### src/rtl/pru_buffer_scanout.sv
// Read-side scan engine for the PRU image buffer: walks addresses 0..WIDTH*HEIGHT-1 and streams
// 2-bit pixels with sof/eol/eof sideband. Optional SCANOUT_CHECKSUM_EN adds the frame_sum port.
`timescale 1ns/1ps
module pru_buffer_scanout #(
  parameter int ADDR_W = 19,
  parameter int PIX_W  = 2,
  parameter int WIDTH  = 50,
  parameter int HEIGHT = 50
) (
  input  logic              clk,
  input  logic              rst_n,
  input  logic              start,
  output logic              busy,
  output logic              done,
  output logic [ADDR_W-1:0] rd_addr,
  input  logic [PIX_W-1:0]  rd_data,
  output logic [PIX_W-1:0]  pix_data,
  output logic              pix_valid,
  input  logic              pix_ready,
  output logic              pix_sof,
  output logic              pix_eol,
  output logic              pix_eof
`ifdef SCANOUT_CHECKSUM_EN
  ,
  output logic [15:0]       frame_sum
`endif
);

  localparam int COL_W = (WIDTH > 1) ? $clog2(WIDTH) : 1;
  localparam int ENT_W = PIX_W + 3;
  localparam logic [ADDR_W-1:0] LAST_ADDR = ADDR_W'(WIDTH * HEIGHT - 1);
  localparam logic [COL_W-1:0]  LAST_COL  = COL_W'(WIDTH - 1);

  typedef enum logic [1:0] {
    ST_IDLE  = 2'd0,
    ST_RUN   = 2'd1,
    ST_DRAIN = 2'd2,
    ST_DONE  = 2'd3
  } state_t;

  state_t            state_r;
  logic              busy_r;
  logic              done_r;
  logic [ADDR_W-1:0] rd_addr_r;
  logic [COL_W-1:0]  col_r;

  // Read in flight: the tags issued with it, {sof, eol, eof}
  logic              infl_r;
  logic [2:0]        infl_tag_r;

  // Two-entry output FIFO; the head register drives the stream directly
  logic              head_vld_r;
  logic [ENT_W-1:0]  head_r;
  logic              tail_vld_r;
  logic [ENT_W-1:0]  tail_r;

  logic              pop_s;
  logic [1:0]        occ_s;
  logic              issue_s;
  logic [2:0]        issue_tag_s;
  logic [ENT_W-1:0]  cap_s;
  logic              fifo_idle_s;

  assign busy      = busy_r;
  assign done      = done_r;
  assign rd_addr   = rd_addr_r;
  assign pix_valid = head_vld_r;
  assign {pix_data, pix_sof, pix_eol, pix_eof} = head_r;

  // Credit check counts the slot freed by this cycle's pop so a full pipe sustains 1 pixel/cycle
  always_comb begin
    pop_s       = head_vld_r & pix_ready;
    occ_s       = {1'b0, head_vld_r} + {1'b0, tail_vld_r} + {1'b0, infl_r} - {1'b0, pop_s};
    issue_s     = (state_r == ST_RUN) && (occ_s < 2'd2);
    issue_tag_s = {(rd_addr_r == {ADDR_W{1'b0}}), (col_r == LAST_COL), (rd_addr_r == LAST_ADDR)};
    cap_s       = {rd_data, infl_tag_r};
    fifo_idle_s = !head_vld_r && !tail_vld_r && !infl_r;
  end

  // Frame sequencing, address and column counters
  always_ff @(posedge clk or negedge rst_n) begin
    if (!rst_n) begin
      state_r   <= ST_IDLE;
      busy_r    <= 1'b0;
      done_r    <= 1'b0;
      rd_addr_r <= {ADDR_W{1'b0}};
      col_r     <= {COL_W{1'b0}};
    end else begin
      case (state_r)
        ST_IDLE: begin
          done_r <= 1'b0;
          if (start) begin
            state_r   <= ST_RUN;
            busy_r    <= 1'b1;
            rd_addr_r <= {ADDR_W{1'b0}};
            col_r     <= {COL_W{1'b0}};
          end
        end
        ST_RUN: begin
          if (issue_s) begin
            col_r <= (col_r == LAST_COL) ? {COL_W{1'b0}} : col_r + COL_W'(1'b1);
            if (rd_addr_r == LAST_ADDR) begin
              state_r <= ST_DRAIN;
            end else begin
              rd_addr_r <= rd_addr_r + ADDR_W'(1'b1);
            end
          end
        end
        ST_DRAIN: begin
          if (fifo_idle_s) begin
            state_r <= ST_DONE;
            done_r  <= 1'b1;
            busy_r  <= 1'b0;
          end
        end
        ST_DONE: begin
          state_r <= ST_IDLE;
          done_r  <= 1'b0;
        end
        default: begin
          state_r <= ST_IDLE;
          busy_r  <= 1'b0;
          done_r  <= 1'b0;
        end
      endcase
    end
  end

  // Tags ride alongside the read through the buffer's one-cycle latency
  always_ff @(posedge clk or negedge rst_n) begin
    if (!rst_n) begin
      infl_r     <= 1'b0;
      infl_tag_r <= 3'b000;
    end else begin
      infl_r <= issue_s;
      if (issue_s) begin
        infl_tag_r <= issue_tag_s;
      end
    end
  end

  // Output FIFO: head refills from tail first, then from the returning read
  always_ff @(posedge clk or negedge rst_n) begin
    if (!rst_n) begin
      head_vld_r <= 1'b0;
      head_r     <= {ENT_W{1'b0}};
      tail_vld_r <= 1'b0;
      tail_r     <= {ENT_W{1'b0}};
    end else if (!head_vld_r || pop_s) begin
      if (tail_vld_r) begin
        head_r     <= tail_r;
        head_vld_r <= 1'b1;
        tail_vld_r <= infl_r;
        if (infl_r) begin
          tail_r <= cap_s;
        end
      end else if (infl_r) begin
        head_r     <= cap_s;
        head_vld_r <= 1'b1;
      end else begin
        head_vld_r <= 1'b0;
      end
    end else if (infl_r) begin
      tail_r     <= cap_s;
      tail_vld_r <= 1'b1;
    end
  end

`ifdef SCANOUT_CHECKSUM_EN
  logic [15:0] sum_r;
  assign frame_sum = sum_r;

  // Running sum of accepted pixels, restarted by an accepted start
  always_ff @(posedge clk or negedge rst_n) begin
    if (!rst_n) begin
      sum_r <= 16'd0;
    end else if ((state_r == ST_IDLE) && start) begin
      sum_r <= 16'd0;
    end else if (pop_s) begin
      sum_r <= sum_r + {{(16-PIX_W){1'b0}}, head_r[ENT_W-1:3]};
    end
  end
`endif

endmodule

### config.mk
export PLATFORM = sky130hd
export DESIGN_NAME = pru_buffer_scanout
export DESIGN_NICKNAME = d
export VERILOG_FILES = /design/src/rtl/pru_buffer_scanout.sv
export SDC_FILE = /design/constraint.sdc
export NUM_CORES = 1
export LEC_CHECK = 0
export ABC_AREA = 1
export CORE_UTILIZATION = 56
export DETAILED_ROUTE_END_ITERATION = 8
export PLACE_DENSITY = 0.8
export SYNTH_ARGS = -nofsm -noshare
export SYNTH_HDL_FRONTEND = slang
export SYNTH_SLANG_ARGS = --single-unit
### constraint.sdc
create_clock -name clk -period 2.6 [get_ports clk]
set_clock_uncertainty 0.05 [all_clocks]
set_input_delay 0.26 -clock clk [delete_from_list [all_inputs] [get_ports clk]]
set_output_delay 0.26 -clock clk [all_outputs]
set_load 0.1 [all_outputs]
==> results of run 1 <==
==> sequential cells by signal, indices dropped and copies added, names as in the netlist <==
name / count
busy: 1
col_r: 6
done: 1
head_r: 5
infl_r: 1
infl_tag_r: 3
pix_valid: 1
rd_addr: 19
state_r: 2
tail_r: 5
tail_vld_r: 1
==> final cells by class <==
cell class | count | area, sq um | share of cell area, %
multi-input combinational | 261 | 1363 | 43.18
sequential | 45 | 1127 | 35.73
timing repair buffer | 37 | 300.3 | 9.516
inverter | 43 | 163.9 | 5.194
clock buffer | 5 | 68.82 | 2.181
tap | 54 | 67.56 | 2.141
clock inverter | 3 | 65.06 | 2.062
==> worst max-delay path, cell delays in order (launching register included) <==
cell	delay [ns]
dfrtp_2	0.45
nand2_1	0.08
inv_1	0.04
ha_1	0.26
inv_1	0.04
ha_1	0.26
nand2_1	0.08
nand3_1	0.10
nand3_2	0.12
nand3_4	0.10
inv_4	0.11
nand2_4	0.11
buf_12	0.18
nand2_1	0.07
o21ai_2	0.05
==> through the flow <==
step / power, W / utilization (%) / std cells
after floorplan: 0.002351 / - / 356
after global placement: 0.002614 / 64.19 / 439
after detailed placement: 0.002657 / 64.19 / 439
after CTS: 0.003285 / 67.25 / 448
after global routing: 0.003461 / 67.25 / 448
final: 0.003260 / 67.25 / 448
==> logic make-up (layout without fill, tap and decap cells) <==
kind of cell / count (synthesis) / in the layout / synth area share [%]
AO/OA/AOI/OAI: 51 / 51 / 11.85
XOR/XNOR: 1 / 1 / 0.3216
adder cells (fa/ha/maj): 10 / 10 / 4.593
buffers and inverters: 50 / 88 / 8.636
flip-flops: 45 / 45 / 41.34
multiplexers: 4 / 4 / 1.654
AND/OR/NAND/NOR: 195 / 195 / 31.60
==> worst max-delay path by stage <==
stage,endpoint,startpoint,slack [ns]
4_1_cts,rd_addr[2],pix_valid,0.37
5_1_grt,rd_addr[6],pix_valid,0.22
3_3_place_gp,rd_addr[2],pix_ready,0.20
6_report,rd_addr[2],pix_valid,0.37
3_5_place_dp,rd_addr[2],pix_ready,0.11
2_1_floorplan,rd_addr[7],pix_valid,0.30
==> cell usage in the layout, fill, tap and decap left out, types with 2 or more instances in the layout <==
master	n
a21oi_1	8
a31oi_1	6
and2_1	2
buf_4	30
bufinv_16	2
clkbuf_8	5
clkdlybuf4s50_1	4
dfrtp_1	44
ha_1	10
inv_1	41
mux2_2	4
nand2_1	100
nand2_2	5
nand3_1	29
nand4_1	8
nor2_1	39
nor2_2	6
o21ai_0	16
o21ai_1	2
o21ai_2	12
o21bai_1	3
o22ai_1	2
==> routing by layer <==
| metal | vias up | part of all wire [%] | track usage [%] |
|---|---|---|---|
| met5 | - | 0 | 0 |
| met4 | 0 | 2.4 | 8.932 |
| met3 | 14 | 4.3 | 3.797 |
| met2 | 70 | 49 | 43.92 |
| met1 | 1102 | 45 | 31.53 |
| li1 | 1217 | - | - |
==> power by group through the flow <==
stage | registers (W) | clock network, W | logic, W
3_5_place_dp | 0.000977 | 0 | 0.00168
3_3_place_gp | 0.000965 | 0 | 0.00165
4_1_cts | 0.000962 | 0.000633 | 0.00169
5_1_grt | 0.000979 | 0.000654 | 0.00183
6_report | 0.000961 | 0.000623 | 0.00168
2_1_floorplan | 0.00146 | 0 | 0.000890
==> what timing repair did <==
action                                  in CTS  in global routing
hold buffers                                 1                  0
endpoints found under the hold margin       19                  0
endpoints found under the setup margin       0                  0
gates resized for setup                      0                  0
==> impl_metrics.py, run 1 <==
metrics = {
    "sta": {
        "drv_slew": 0,
        "setup_violations": 0,
        "period_share_pct": 85.65,
        "setup_ws_ns": 0.3732,
        "fin_tns_setup_ns": 0,
        "slew_headroom_pct": 64.08,
        "tightest_slew_ns": 0.5352,
        "rsz0062_at_grt": "no",
        "layout_min_cycle_time_ns": 2.227,
        "hold_ws_ns": 0.4030,
        "hold_viol": 0,
        "max_freq_ghz": 0.4491,
    },
    "cts": {
        "cts_setup_buffers": 0,
        "ctsLongestPathBuffers": 2,
        "cts_root_buffer": "clkbuf_8",
        "cts_buffers": 5,
        "cts_tree": "done",
        "ctsHtreeMaxLevel": 2,
        "insertion_delay_ns": 0.30,
        "clock_sinks": 45,
        "clk_pin_slew_ns": 0.08,
    },
    "drt": {
        "viasPerCell": 5.364,
        "wirelength_um": 5876,
        "drc": 0,
        "dr.pass1.iters": 4,
        "vias": 2403,
        "wl_per_cell_um": 13.12,
        "first_iter_violations": 107,
        "ant_nets": 0,
    },
    "critical_path": {
        "critPathKind": "reg -> reg",
        "critPathRequiredTime_ns": 2.73,
        "r2r-end": "rd_addr[2]",
        "r2r_start": "pix_valid",
        "r2r_cells": 14,
        "cp-start-kind": "register",
        "crit_path_end_kind": "register",
        "worstPathArrival_ns": 2.36,
        "r2r_setup_slack_ns": 0.37,
        "critPathMaxFanout": 18,
    },
    "synth": {
        "synth_top_area_share_pct": 41.34,
        "synth_common_cells": "nand2_1 (100), dfrtp_1 (45), inv_1 (41)",
        "synthMostInstantiatedCell": "nand2_1",
        "netlist_area_sq_um": 2724,
        "yosys.area.top_type": "dfrtp_1",
        "syn_inst": 356,
        "avgSynthCellArea_sq_um": 7.651,
        "ys.flop_type": "dfrtp_1",
        "yosysSeqAreaShare_pct": 41.34,
        "syn_nets": 372,
        "ys_warn_count": 0,
        "ys_types": 34,
        "synth_edf_count": 0,
        "ys_async_sr_fraction_pct": 100.0,
        "synth_seq_cells": 45,
        "synth_area_leaders": "dfrtp_1 (41%), nand2_1 (14%), inv_1 (5.6%)",
    },
    "finish": {
        "fill_cells": 408,
        "drive_above_1_share_pct": 18.78,
        "final_area_sq_um": 3156,
        "antennaDiodeCount": 0,
        "syn_to_final_growth_pct": 15.85,
        "nets": 409,
    },
    "pwr": {
        "switching_share_pct": 48.28,
        "p_switching_w": 0.001574,
        "p_per_area_nw_per_um2": 1033,
        "p_int_w": 0.001686,
        "combPwrFrac_pct": 51.4,
        "p_clk_share_pct": 19.1,
        "ir_drop_mv": 0.5623,
        "p_leak_nw": 1.513,
        "p_seq_share_pct": 29.5,
    },
    "die": {
        "core_sq_um": 4692,
        "die_y_um": 71.74,
        "die_area_sq_um": 5147,
        "die_x_um": 71.74,
        "rows": 25,
        "boundaryPins": 33,
        "initial_utilization_pct": 58.05,
    },
    "outcome": {
        "status": "complete, no violations",
    },
    "place": {
        "hpwl_um": 4461,
        "routabilityCongestion": 0.9024,
        "io_buffers": 32,
        "dp_slack_ns": 0.1071,
        "dpl_cell_area_sq_um": 3012,
    },
    "global_routing": {
        "overflow": 0,
        "antenna_found_initial": 0,
        "grt_pass1_vias": 2270,
        "track_usage_pct": 25.08,
        "grt_pass1_wl_um": 10180,
        "grt_max_degree": 27,
    },
    "hold_path": {
        "hold_path.class": "in -> async",
    },
    "job": {
        "cap_violations": 0,
    },
}
Power figures use the tool's default switching activity.
==> inputs of run 2 (changes only) <==
--- a/config.mk
+++ b/config.mk
@@ -8,6 +8,7 @@
 export ABC_AREA = 1
 export CORE_UTILIZATION = 56
 export DETAILED_ROUTE_END_ITERATION = 8
+export GPL_ROUTABILITY_DRIVEN = 0
 export PLACE_DENSITY = 0.8
 export SYNTH_ARGS = -nofsm -noshare
 export SYNTH_HDL_FRONTEND = slang
==> results of run 2 <==
The final DEF is identical to that of run 1; final timing and power are the same.
==> inputs of run 3 (changes only) <==
==> constraint.sdc (replaced) <==
create_clock -name clk -period 2.3 [get_ports clk]
set_clock_uncertainty 0.05 [all_clocks]
set_input_delay 0.23 -clock clk [delete_from_list [all_inputs] [get_ports clk]]
set_output_delay 0.23 -clock clk [all_outputs]
set_load 0.1 [all_outputs]
==> run 3 against run 2 <==
Net effect:
- final cell count increased by 1.6%
- combinational power grew 24%
- utilization rose by 0.99 points
- global-route usage rose by 0.61 points
- via count increased by 1.6%
- clock power decreased by 2%
- largest cell class unchanged
==> impl_metrics.py, run 3 (synthesis results as in run 1) <==
metrics = {
    "outcome": {
        "status": "complete, no violations",
    },
    "drt": {
        "vias": 2441,
        "drc": 0,
        "wl_per_cell_um": 13.40,
        "dr.pass1.iters": 4,
        "viasPerCell": 5.365,
        "ant_nets": 0,
        "first_iter_violations": 119,
        "wirelength_um": 6099,
    },
    "sta": {
        "setup_violations": 0,
        "layout_min_cycle_time_ns": 2.138,
        "rsz0062_at_grt": "no",
        "hold_viol": 0,
        "period_share_pct": 92.97,
        "tightest_slew_ns": 0.5267,
        "hold_ws_ns": 0.3711,
        "slew_headroom_pct": 64.65,
        "drv_slew": 0,
        "max_freq_ghz": 0.4677,
    },
    "global_routing": {
        "track_usage_pct": 25.68,
        "grt_pass1_vias": 2243,
        "antenna_found_initial": 0,
        "overflow": 0,
        "grt_pass1_wl_um": 10250,
        "grt_max_degree": 26,
    },
    "critical_path": {
        "path_delay_family": "simple AND/OR/NAND/NOR gates",
        "critPathKind": "reg -> reg",
        "slowest_stage": "dfrtp_2",
        "critPathMaxFanout": 11,
        "r2r_setup_slack_ns": 0.16,
        "r2r_start": "pix_valid",
        "cp-start-kind": "register",
        "max_stage_delay_ns": 0.44,
        "path_buf_inv": 4,
        "critPathRequiredTime_ns": 2.45,
        "worstPathCellList": "nand2_1 > inv_1 > ha_1 > inv_1 > ha_1 > nand2_1 > nand3_1 > nand3_2 > nand3_4 > inv_4 > nand2_4 > buf_4 > nand2_1 > o21ai_2",
        "path_common_cell": "nand2_1",
        "worstPathArrival_ns": 2.28,
        "crit_path_end_kind": "register",
        "timing.critical_path.from": "pix_valid",
    },
    "place": {
        "hpwl_um": 4522,
        "io_buffers": 32,
    },
    "cts": {
        "cts_buffers": 5,
        "clock_sinks": 45,
        "ctsHtreeMaxLevel": 2,
        "cts_setup_buffers": 0,
        "clk_pin_slew_ns": 0.09,
        "ctsLongestPathBuffers": 2,
        "cts_tree": "done",
        "insertion_delay_ns": 0.30,
        "cts_root_buffer": "clkbuf_8",
    },
    "finish": {
        "fill_cells": 406,
        "largest_reg_flops": 19,
        "drive_above_1_share_pct": 20.20,
        "antennaDiodeCount": 0,
        "final_common_cell": "nand2_1",
        "syn_to_final_growth_pct": 17.55,
        "mostFrequentLayoutCells": "nand2_1 (100), dfrtp_1 (44), inv_1 (41), nor2_1 (39), buf_4 (36)",
        "nets": 416,
    },
    "die": {
        "die_area_sq_um": 5147,
        "die_y_um": 71.74,
        "initial_utilization_pct": 58.05,
        "rows": 25,
        "boundaryPins": 33,
        "core_sq_um": 4692,
        "die_x_um": 71.74,
    },
    "pwr": {
        "total_power_w": 0.003766,
        "p_leak_nw": 1.537,
        "ir_drop_mv": 0.8442,
        "p_per_area_nw_per_um2": 1176,
    },
    "job": {
        "cap_violations": 0,
    },
    "hold_path": {
        "hold_path.class": "in -> async",
    },
}
-- run 3: cell count changes in the layout (fill, tap and decap cells not counted), sizes merged --
cell      change
buf           +7
clkinvlp      +1
bufinv        -1
-- run 3: layer usage --
metal / wire, um / track usage, % / vias to the layer above
met5: 0 / 0 / -
met4: 69 / 8.715 / 0
met3: 289 / 3.938 / 7
met2: 3063 / 44.76 / 70
met1: 2676 / 32.58 / 1125
li1: - / - / 1239
-- run 3: layout make-up --
cell class	count	area [sq um]	share of cell area, %
Timing Repair Buffer	44	365.4	11.41
Sequential cell	45	1127	35.21
Clock inverter	3	46.29	1.446
Tap cell	54	67.56	2.110
Inverter	43	163.9	5.119
Multi-Input combinational cell	261	1363	42.56
Clock buffer	5	68.82	2.149
-- run 3: worst paths after layout --
check / end / cells after the start
max: rd_addr[12] / 14
min in group clk: busy / 2
max reg2reg: rd_addr[12] / 14
max in group asynchronous: pix_valid / 3
min reg2reg: busy / 2
min: busy / 2
-- run 3: worst reg2reg max path, delay by kind of cell, from the launching register on --
kind,cells,cell delay (ns)
buf+inv,4,0.34
compound gates,1,0.05
flops,1,0.44
simple gates,7,0.63
fa+ha+maj,2,0.52
-- run 3: where the power goes --
group / switching (W) / internal [W]
Combinational: 0.00144 / 0.000633
Clock: 0.000283 / 0.000325
Sequential: 0.000120 / 0.000961
-- run 3: repair_timing --
action                                 in CTS  in global routing
endpoints found under the hold margin      20                  0
hold buffers                                1                  0
resized for setup                           0                  0
-- run 3: metrics by stage --
step	worst slack (ns)	std cells	setup TNS, ns	utilization, %	area, sq um
finish	0.1618	455	0	68.24	3202
global route	0.02643	455	0	68.24	3202
CTS	0.1436	455	0	68.24	3202
detailed placement	-0.08790	446	-1.092	65.57	3077
global placement	-0.006469	446	-0.01287	65.57	3077
floorplan	0.0005456	356	0	-	2725
